File: src/rtl/arith_pkg.sv
// Shared constants and state encoding for the sequential 64-bit add/subtract unit.
package arith_pkg;

    localparam int unsigned WIDTH = 64;
    localparam int unsigned HALF  = WIDTH / 2;

    localparam logic OP_ADD = 1'b0;
    localparam logic OP_SUB = 1'b1;

    typedef enum logic [1:0] {
        StIdle = 2'd0,
        StLow  = 2'd1,
        StHigh = 2'd2,
        StDone = 2'd3
    } seq_state_e;

endpackage

File: src/rtl/rca_32bits.sv
// 32-bit ripple-carry adder: sum = a + b + cin, with carry-out of bit 31.
module rca_32bits (
    input  logic [31:0] a,
    input  logic [31:0] b,
    input  logic        cin,
    output logic [31:0] sum,
    output logic        cout
);

    always_comb begin
        logic carry;
        carry = cin;
        sum   = '0;
        for (int i = 0; i < 32; i++) begin
            sum[i] = a[i] ^ b[i] ^ carry;
            carry  = (a[i] & b[i]) | (carry & (a[i] ^ b[i]));
        end
        cout = carry;
    end

endmodule

File: src/rtl/rca_seq_ctrl.sv
// Two-pass 64-bit add/subtract built on one shared rca_32bits; low half first,
// high half next, joined by a registered carry. start/ready/busy/done handshake.
module rca_seq_ctrl
    import arith_pkg::*;
#(
    parameter int unsigned WIDTH = arith_pkg::WIDTH,
    parameter int unsigned HALF  = arith_pkg::HALF
) (
    input  logic             clk,
    input  logic             rst,
    input  logic             start,
    input  logic             op_sub,
    input  logic             cin,
    input  logic [WIDTH-1:0] a,
    input  logic [WIDTH-1:0] b,
    output logic             ready,
    output logic             busy,
    output logic             done,
    output logic [WIDTH-1:0] result,
    output logic             cout,
    output logic             ovf
);

    seq_state_e state_q, state_d;

    logic [WIDTH-1:0] opa_q, opa_d;
    logic [WIDTH-1:0] opb_q, opb_d;
    logic             c_q, c_d;
    logic [WIDTH-1:0] result_q, result_d;
    logic             cout_q, cout_d;
    logic             ovf_q, ovf_d;

    logic [HALF-1:0]  add_a;
    logic [HALF-1:0]  add_b;
    logic [HALF-1:0]  add_sum;
    logic             add_co;

    // State register
    always_ff @(posedge clk) begin
        if (rst) begin
            state_q <= StIdle;
        end else begin
            state_q <= state_d;
        end
    end

    // Next-state logic
    always_comb begin
        state_d = state_q;
        unique case (state_q)
            StIdle: if (start) state_d = StLow;
            StLow:  state_d = StHigh;
            StHigh: state_d = StDone;
            StDone: state_d = StIdle;
            default: state_d = StIdle;
        endcase
    end

    // Handshake outputs
    always_comb begin
        ready = (state_q == StIdle);
        busy  = (state_q != StIdle);
        done  = (state_q == StDone);
    end

    // Shared adder: high-half operands only in StHigh, low half otherwise
    always_comb begin
        if (state_q == StHigh) begin
            add_a = opa_q[WIDTH-1:HALF];
            add_b = opb_q[WIDTH-1:HALF];
        end else begin
            add_a = opa_q[HALF-1:0];
            add_b = opb_q[HALF-1:0];
        end
    end

    rca_32bits u_rca (
        .a    (add_a),
        .b    (add_b),
        .cin  (c_q),
        .sum  (add_sum),
        .cout (add_co)
    );

    // Datapath next-state; subtract is a + ~b + 1, so cin is forced high
    always_comb begin
        opa_d    = opa_q;
        opb_d    = opb_q;
        c_d      = c_q;
        result_d = result_q;
        cout_d   = cout_q;
        ovf_d    = ovf_q;
        unique case (state_q)
            StIdle: begin
                if (start) begin
                    opa_d = a;
                    opb_d = (op_sub == OP_SUB) ? ~b : b;
                    c_d   = (op_sub == OP_SUB) ? 1'b1 : cin;
                end
            end
            StLow: begin
                result_d[HALF-1:0] = add_sum;
                c_d                = add_co;
            end
            StHigh: begin
                result_d[WIDTH-1:HALF] = add_sum;
                cout_d                 = add_co;
                ovf_d = (opa_q[WIDTH-1] == opb_q[WIDTH-1]) &&
                        (add_sum[HALF-1] != opa_q[WIDTH-1]);
            end
            StDone: begin
            end
            default: begin
            end
        endcase
    end

    always_ff @(posedge clk) begin
        if (rst) begin
            opa_q    <= '0;
            opb_q    <= '0;
            c_q      <= 1'b0;
            result_q <= '0;
            cout_q   <= 1'b0;
            ovf_q    <= 1'b0;
        end else begin
            opa_q    <= opa_d;
            opb_q    <= opb_d;
            c_q      <= c_d;
            result_q <= result_d;
            cout_q   <= cout_d;
            ovf_q    <= ovf_d;
        end
    end

    assign result = result_q;
    assign cout   = cout_q;
    assign ovf    = ovf_q;

endmodule

File: config.mk
export PLATFORM = sky130hd
export DESIGN_NAME = rca_seq_ctrl
export DESIGN_NICKNAME = d
export VERILOG_FILES = /design/src/rtl/arith_pkg.sv /design/src/rtl/rca_32bits.sv /design/src/rtl/rca_seq_ctrl.sv
export SDC_FILE = /design/constraint.sdc
export NUM_CORES = 1
export LEC_CHECK = 0
export ABC_AREA = 1
export BUFFER_PORTS_ARGS = -buffer_cell sky130_fd_sc_hd__buf_2
export CAP_MARGIN = 20
export CORE_ASPECT_RATIO = 1.5
export CORE_MARGIN = 10
export CORE_UTILIZATION = 40
export CTS_BUF_LIST = sky130_fd_sc_hd__clkbuf_8 sky130_fd_sc_hd__clkbuf_16
export CTS_CLUSTER_DIAMETER = 100
export CTS_CLUSTER_SIZE = 24
export DETAILED_ROUTE_END_ITERATION = 8
export GPL_TIMING_DRIVEN = 1
export PLACE_DENSITY_LB_ADDON = 0.08
export SLEW_MARGIN = 10
export SYNTH_ARGS = -nofsm -noshare
export SYNTH_HDL_FRONTEND = slang
export SYNTH_SLANG_ARGS = --single-unit
File: constraint.sdc
create_clock -name clk -period 33.8 [get_ports clk]
set_input_delay 6.76 -clock clk [delete_from_list [all_inputs] [get_ports clk]]
set_output_delay 6.76 -clock clk [all_outputs]
set_load 0.05 [all_outputs]
# == Word-level counts from Yosys, hierarchy flattened ==
# Cells that the tools add are included.
# totals
out_inout_bits,69
regBits,197
wordCells,189
# op_classes
eq_ne,6
muxes,8
n_bitwise,161
reduce_logical,6
# ops
operator,n
$and A1 B1 Y1,64
$mux W32,2
$mux W64,1
$not A64 Y64,1
$xor A1 B1 Y1,64
$or A1 B1 Y1,32
$pmux W2 S4,1
$eq A2 B2 Y1 const B,2
$reduce_and A2 Y1,2
$reduce_bool A2 Y1,2
$eq A2 B1 Y1 const B,1
$logic_not A2 Y1,1
$mux W1,2
$mux W2,1
$ne A2 B2 Y1 const B,1
$pmux W1 S2,1
$eq A1 B1 Y1,1
$logic_and A1 B1 Y1,1
$ne A1 B1 Y1,1

# == Depth between registers and ports, before layout ==
# Gate-level depths: netlist (run 1).
# depth
word_depth,68
depth_mapped,44
depth_no_buf,42

# == Modules after synthesis ==
# Synthesis (run 1) repeated with hierarchy kept, for this count alone.
# hier_totals
cells_unflattened,1138
hier_area_um2,9036.2
# modules_own_cells
module,cells_each,area_per_inst_um2,instances
rca_seq_ctrl,1096,8358.0,1
rca_32bits,42,678.2,1

# == Worst setup path after synthesis (run 1) ==
# No wires, ideal clock.
# synth_path
path_type,register to register
startpoint,register state_q[0]
endpoint,"register ovf_q, in the netlist ovf"
path_stages_with_launch,44
setup_ns,0.070
slack_ns,18.048
arrival_ns,15.682
path_cell_list,dfxtp_1 inv_1 ha_1 buf_4 buf_4 mux2i_1 fa_1 fa_1 fa_1 fa_1 fa_1 fa_1 fa_1 fa_1 fa_1 fa_1 fa_1 fa_1 [8 not listed] fa_1 fa_1 fa_1 fa_1 fa_1 fa_1 fa_1 fa_1 fa_1 inv_1 fa_1 inv_1 fa_1 inv_1 fa_1 o21ai_0 nand2_1 a21oi_1
# synth_between
elab_chain_len,68
# synth_lines
item,line,rtl
from (decl),rca_seq_ctrl.sv:24,"seq_state_e state_q, state_d;"
from (signal assigned),rca_seq_ctrl.sv:41,state_q <= StIdle;
from (signal assigned),rca_seq_ctrl.sv:43,state_q <= state_d;
$eq A2 B2 Y1 *,rca_seq_ctrl.sv:68,if (state_q == StHigh) begin
$mux W32,rca_seq_ctrl.sv:68,
$xor A1 B1 Y1,rca_32bits.sv:16,carry = (a[i] & b[i]) | (carry & (a[i] ^ b[i]));
$and A1 B1 Y1,rca_32bits.sv:16,
$or A1 B1 Y1,rca_32bits.sv:16,
$and A1 B1 Y1,rca_32bits.sv:16,
$or A1 B1 Y1,rca_32bits.sv:16,
$and A1 B1 Y1,rca_32bits.sv:16,
[53 not listed],-,
$and A1 B1 Y1,rca_32bits.sv:16,
$or A1 B1 Y1,rca_32bits.sv:16,
$and A1 B1 Y1,rca_32bits.sv:16,
$or A1 B1 Y1,rca_32bits.sv:16,
$xor A1 B1 Y1 *,rca_32bits.sv:15,sum[i] = a[i] ^ b[i] ^ carry;
named net add_sum[31],rca_seq_ctrl.sv:35,logic [HALF-1:0] add_sum;
$ne A1 B1 Y1 *,rca_seq_ctrl.sv:109,(add_sum[HALF-1] != opa_q[WIDTH-1]);
$logic_and A1 B1 Y1 *,rca_seq_ctrl.sv:108,ovf_d = (opa_q[WIDTH-1] == opb_q[WIDTH-1]) &&
to (signal assigned),rca_seq_ctrl.sv:132,ovf_q <= ovf_d;
to (decl),rca_seq_ctrl.sv:31,"logic ovf_q, ovf_d;"
# The timed path passes the listed nets; every way through them passes the cells marked *.
# A chain may end at the register's enable or synchronous reset.

# == Worst setup path in the final report (run 1) ==
# Same ends and word-level chain as after synthesis.

==> results.md, run 1 <==
* Die Y at 199 um
* Flops & latches, synth at 197
* Post-route DRC violation count at 0
* Layout fillers at 2086
* Antenna viol nets, final at 0
* Worst-Margin Slew at 971 ps
* Clock power share at 0.197
* Antenna violations before repair at 2
* Clk_skew at 16.2 ps
* Crit path kind: reg2reg
* WL/cell at 16.6 um
* Cell leakage power at 4.07 nW
* CTS tree: yes
* Hold Buf Count CTS at 0
* Starting DRT DRC Count at 395
* Layout cells sized above 1 at 0.221
* Synth warn at 0
* Final Util at 0.480
* Worst-path clk slew at 70 ps
* # Post-CTS Setup Buffers at 0
* CTS Buf Count at 17
* Crit end category: register
* Tot GR Track Use at 0.162
* Crit start category: register
* Syn-to-layout area delta at 18.4%
* R2R setup slack at 17620 ps
* Tmin final at 16180 ps
* I/O pin cnt at 202
* Max H-tree Level at 4
* Via-to-Cell Ratio at 4.94
* Maximum VDD drop at 0.0513 mV
* Largest net degree at the start of global routing at 122
* PwrDens at 102 nW/um^2
* Vias in the first global route at 6857
* Switching power at 0.461 mW
* Initial Util at 0.406
* WP data arrival at 16540 ps
* ANT cells at 0
* Routability cong. at 0.757
* Hpwl dp at 15.9 mm
* Post-layout nets at 1251
* Commonest non-fill, non-tap cell in the layout: buf_2
* Reg2Reg Depth at 41
* Core area at 21000 um^2
* Worst Path Max Fanout at 20
* Max-Cap Viols at 0
* Syn Area/Cell at 9.14 um^2
* Synthesized cell area at 8520 um^2
* R2r endpoint: ovf
* Sequential area share after synthesis at 0.463
* Sequential Power Share at 0.345
* Switch share at 0.450
* Detailed Route WL at 22.7 mm
* P_int at 0.564 mW
* Die W at 139 um
* Setup violators final at 0
* First-pass GRT wire length at 36.4 mm
* Unrepaired setup endpoints after global routing: false
* Sum of negative setup slack at 0 ps
* Num rows at 65
* Period utilization at 0.479
* Most frequent CP cell: fa_1
* Max incr delay on CP at 480 ps
* DRT Pass-1 Iters at 5
* Maximum clock rate at 0.0618 GHz
* Total gr overflow at 0
* Post-CTS resize count at 0
* Crit path from: state_q[0]
* PortBufs at 201
* Status: finished clean
* Final Max Tran Viols at 0
* Final hold vios at 0
* Hold/Removal Path Class: reg2reg
* Deepest clock path buffer count at 2
* Comb pwr share at 0.458
* Worst EP required at 34160 ps
* Clock Sinks at 197
* Max-slew headroom at 0.353
* Worst-skew pair later-pin latency at 430 ps
* Syn Inst Count at 932
* Die area at 27600 um^2
* Reg-to-Reg Start: state_q[0]
* CP max-delay cell: fa_1
* Post-synth net total at 1101
* CTS Root Cell: clkbuf_16
* Commonest non-fill, non-tap cells in the layout: 200 x buf_2, 197 x dfxtp_1, 174 x o21ai_0
* Distinct cells, synth at 20
* Via Count at 6729
* Crit path capture: ovf
critical path, delay by kind of cell (launching register included):
kind                       cells  cell delay (ps)
AOI/OAI and AO/OA              2              310
and+or+nand+nor                1               80
muxes                          1              140
DFF                            1              330
adders and majority gates     33            14880
buffers and inverters          4              370
cell type report:
type,instances,area (um^2),share of cell area
multi-input combinational,646,4110,0.407
sequential,197,3940,0.391
timing repair buffer,208,1060,0.105
clock buffer,17,425,0.0422
tap,268,335,0.0333
clock inverter,15,158,0.0156
inverter,12,52.6,0.00521
through the flow:
step           instance area, um^2  hold WS (ps)  worst slack [ps]  instances  total power, mW
2_1_floorplan                 8520           454             18050        932            0.723
3_3_place_gp                  9500           464             17630       1331            0.834
3_5_place_dp                  9500           470             17480       1331            0.835
4_1_cts                      10100           481             17440       1363             1.04
5_1_grt                      10100           497             16900       1363             1.10
6_report                     10100           480             17620       1363             1.03
registers in the layout (all words and copies together) (netlist names):
name	cells
cout	1
result	64
state_q	2
c_q	1
ovf	1
opb_q	64
opa_q	64
cell usage after synthesis, drive strengths merged:
cell type    n  area, um^2
o21ai      198         991
dfxtp      197        3940
nor2       139         522
a21oi      129         646
xnor2       64         561
mux2i       60         601
buf         54         348
fa          32         641
clkbuf      23        88.8
nand2       18        70.1
inv         11        41.3
ha           4        50.1
nand3        2        10.0
clkinv       1        3.75
power by group through the flow:
stage          Combinational (mW)  Clock (mW)  Sequential, mW
6_report                    0.470       0.202           0.353
5_1_grt                     0.522       0.217           0.363
4_1_cts                     0.479       0.208           0.354
3_5_place_dp                0.476           0           0.359
3_3_place_gp                0.476           0           0.358
2_1_floorplan               0.257           0           0.466
how the worst min path moves through the flow:
stage,from,to,cells after the start
2_1_floorplan,opa_q[10],opa_q[10],2
3_3_place_gp,opa_q[46],opa_q[46],2
3_5_place_dp,ovf,ovf,2
4_1_cts,ovf,ovf,2
5_1_grt,ovf,ovf,2
6_report,ovf,ovf,2
logic make-up after synthesis:
group | count (synthesis) | synth area share
compound gates | 327 | 0.192
xor+xnor | 64 | 0.0658
fa+ha+maj | 36 | 0.0811
buf+inv | 89 | 0.0566
flops | 197 | 0.463
mux | 60 | 0.0705
simple gates | 159 | 0.0707
metal layers:
metal,track usage,routed length [um]
met1,0.186,9670
met2,0.279,11300
met3,0.0527,1340
met4,0.0500,318
met5,0,31
(Power assumes the default switching activity.)
==> run 2: changes to the inputs <==
==> constraint.sdc (replaced) <==
create_clock -name clk -period 13.1 [get_ports clk]
set_input_delay 2.62 -clock clk [delete_from_list [all_inputs] [get_ports clk]]
set_output_delay 2.62 -clock clk [all_outputs]
set_load 0.05 [all_outputs]
==> run 2 against run 1 <==
Effect of this change: register-to-register slack got worse by 17000 ps; clock power rose by 150%; sequential cell count did not move; non-clock buffer count rose by 5; count of clock-buffer cells in the layout did not move; sequential share of layout area fell by 0.42 points; critical endpoint unchanged.
==> results.md, run 2 (synthesis gave the netlist of run 1 again) <==
* I/O pin cnt at 202
* PortBufs at 201
* Hold slack at 473 ps
* Reg2Reg Depth at 41
* Die W at 139 um
* Total power at 2.67 mW
* Initial Util at 0.406
* CTS Buf Count at 17
* Max H-tree Level at 4
* Starting DRT DRC Count at 392
* Antenna violations before repair at 1
* PwrDens at 262 nW/um^2
* Crit end category: register
* Hold/Removal Path Class: reg2reg
* Most frequent CP cell: fa_2
* Worst Path Max Fanout at 4
* Worst-skew pair later-pin latency at 420 ps
* WHS Path Cells at 2
* CTS Root Cell: clkbuf_16
* Worst-path clk slew at 70 ps
* Num rows at 65
* Clock Sinks at 197
* Antenna viol nets, final at 0
* Max-slew headroom at 0.350
* Status: finished clean
* Crit path kind: reg2reg
* FF+latch area at 3950 um^2
* Maximum VDD drop at 0.113 mV
* Final Util at 0.486
* Area of the multi-input gates at 4190 um^2
* Deepest clock path buffer count at 2
* Maximum clock rate at 0.0773 GHz
* Worst EP required at 13460 ps
* Cell leakage power at 4.09 nW
* Die area at 27600 um^2
* Post-route DRC violation count at 0
* Total gr overflow at 0
* DRT Pass-1 Iters at 4
* Period utilization at 0.988
* Layout cells sized above 1 at 0.258
* R2R setup slack at 160 ps
* WL/cell at 16.5 um
* Crit start category: register
* Via Count at 6700
* Max-Cap Viols at 0
* Hold Buf Count CTS at 0
* Commonest non-fill, non-tap cell in the layout: buf_2
* ANT cells at 0
* Via-to-Cell Ratio at 4.90
* Commonest non-fill, non-tap cells in the layout: 200 x buf_2, 196 x dfxtp_1, 173 x o21ai_0
* Layout fillers at 2098
* WP depth at 41
* Core area at 21000 um^2
* Routability cong. at 0.743
* WP data arrival at 13290 ps
* Delay-heaviest family, CP: adder cells
* Syn-to-layout area delta at 19.7%
* Vias in the first global route at 6739
* Hpwl dp at 15.9 mm
* Largest net degree at the start of global routing at 118
* Setup violators final at 0
* Design area at 10200 um^2
* Final Max Tran Viols at 0
* Clk_skew at 10.9 ps
* Detailed Route WL at 22.6 mm
* Tmin final at 12940 ps
* CP max-delay cell: fa_2
* Unrepaired setup endpoints after global routing: true
* Post-layout nets at 1256
* Buf/Inv on CP at 4
* Final hold vios at 0
* CTS tree: yes
* Worst-Margin Slew at 975 ps
* Dpl cell area at 9620 um^2
* Die Y at 199 um
* Max incr delay on CP at 470 ps
* First-pass GRT wire length at 36.1 mm
* Tot GR Track Use at 0.161
==> run 2: final cells by class <==
type | instances | share of cell area
multi-input combinational | 646 | 0.411
sequential | 197 | 0.387
timing repair buffer | 213 | 0.109
clock buffer | 17 | 0.0417
tap | 268 | 0.0329
clock inverter | 15 | 0.0131
inverter | 12 | 0.00516
==> run 2: worst register-to-register path, delay by kind of cell, from the launching register on <==
family | cells | cell delay, ps
muxes | 1 | 160
and+or+nand+nor | 1 | 60
adders and majority gates | 33 | 11820
buffers and inverters | 4 | 240
AOI/OAI and AO/OA | 2 | 260
DFF | 1 | 340
==> run 2: through the flow <==
stage          cells  setup TNS [ps]  setup WS, ps
6_report        1368               0           163
5_1_grt         1368            -339          -186
4_1_cts         1367               0          20.6
3_5_place_dp    1335            -241          -135
3_3_place_gp    1335           -92.9         -86.6
2_1_floorplan    932               0          34.5
==> run 2: where the power goes <==
group	leakage, nW	switching [mW]	internal (mW)	total (mW)
clock	0.274	0.236	0.264	0.500
sequential	1.63	0.101	0.811	0.913
combinational	2.19	0.867	0.388	1.25
total	4.09	1.20	1.46	2.67
==> run 2: final timing paths <==
| path | startpoint | end |
|---|---|---|
| hold reg to reg | ovf | ovf |
| setup reg to reg | state_q[0] | ovf |
| setup / recovery | state_q[0] | ovf |
| hold / removal | ovf | ovf |
==> run 2: per-layer routing <==
layer / vias up / wire [um] / GRT usage
met5: - / 13 / 0
met3: 22 / 1010 / 0.0415
met1: 3069 / 9730 / 0.185
met4: 2 / 262 / 0.0449
met2: 138 / 11600 / 0.287
li1: 3469 / - / -
==> run 2: repair_timing <==
| item | in CTS | in global routing |
|---|---|---|
| buffers inserted | 0 | 1 |
| setup endpoints to repair | 3 | 3 |
| pin swaps | 15 | 5 |
| hold endpoints to repair | 0 | 0 |
| resized for setup | 3 | 3 |
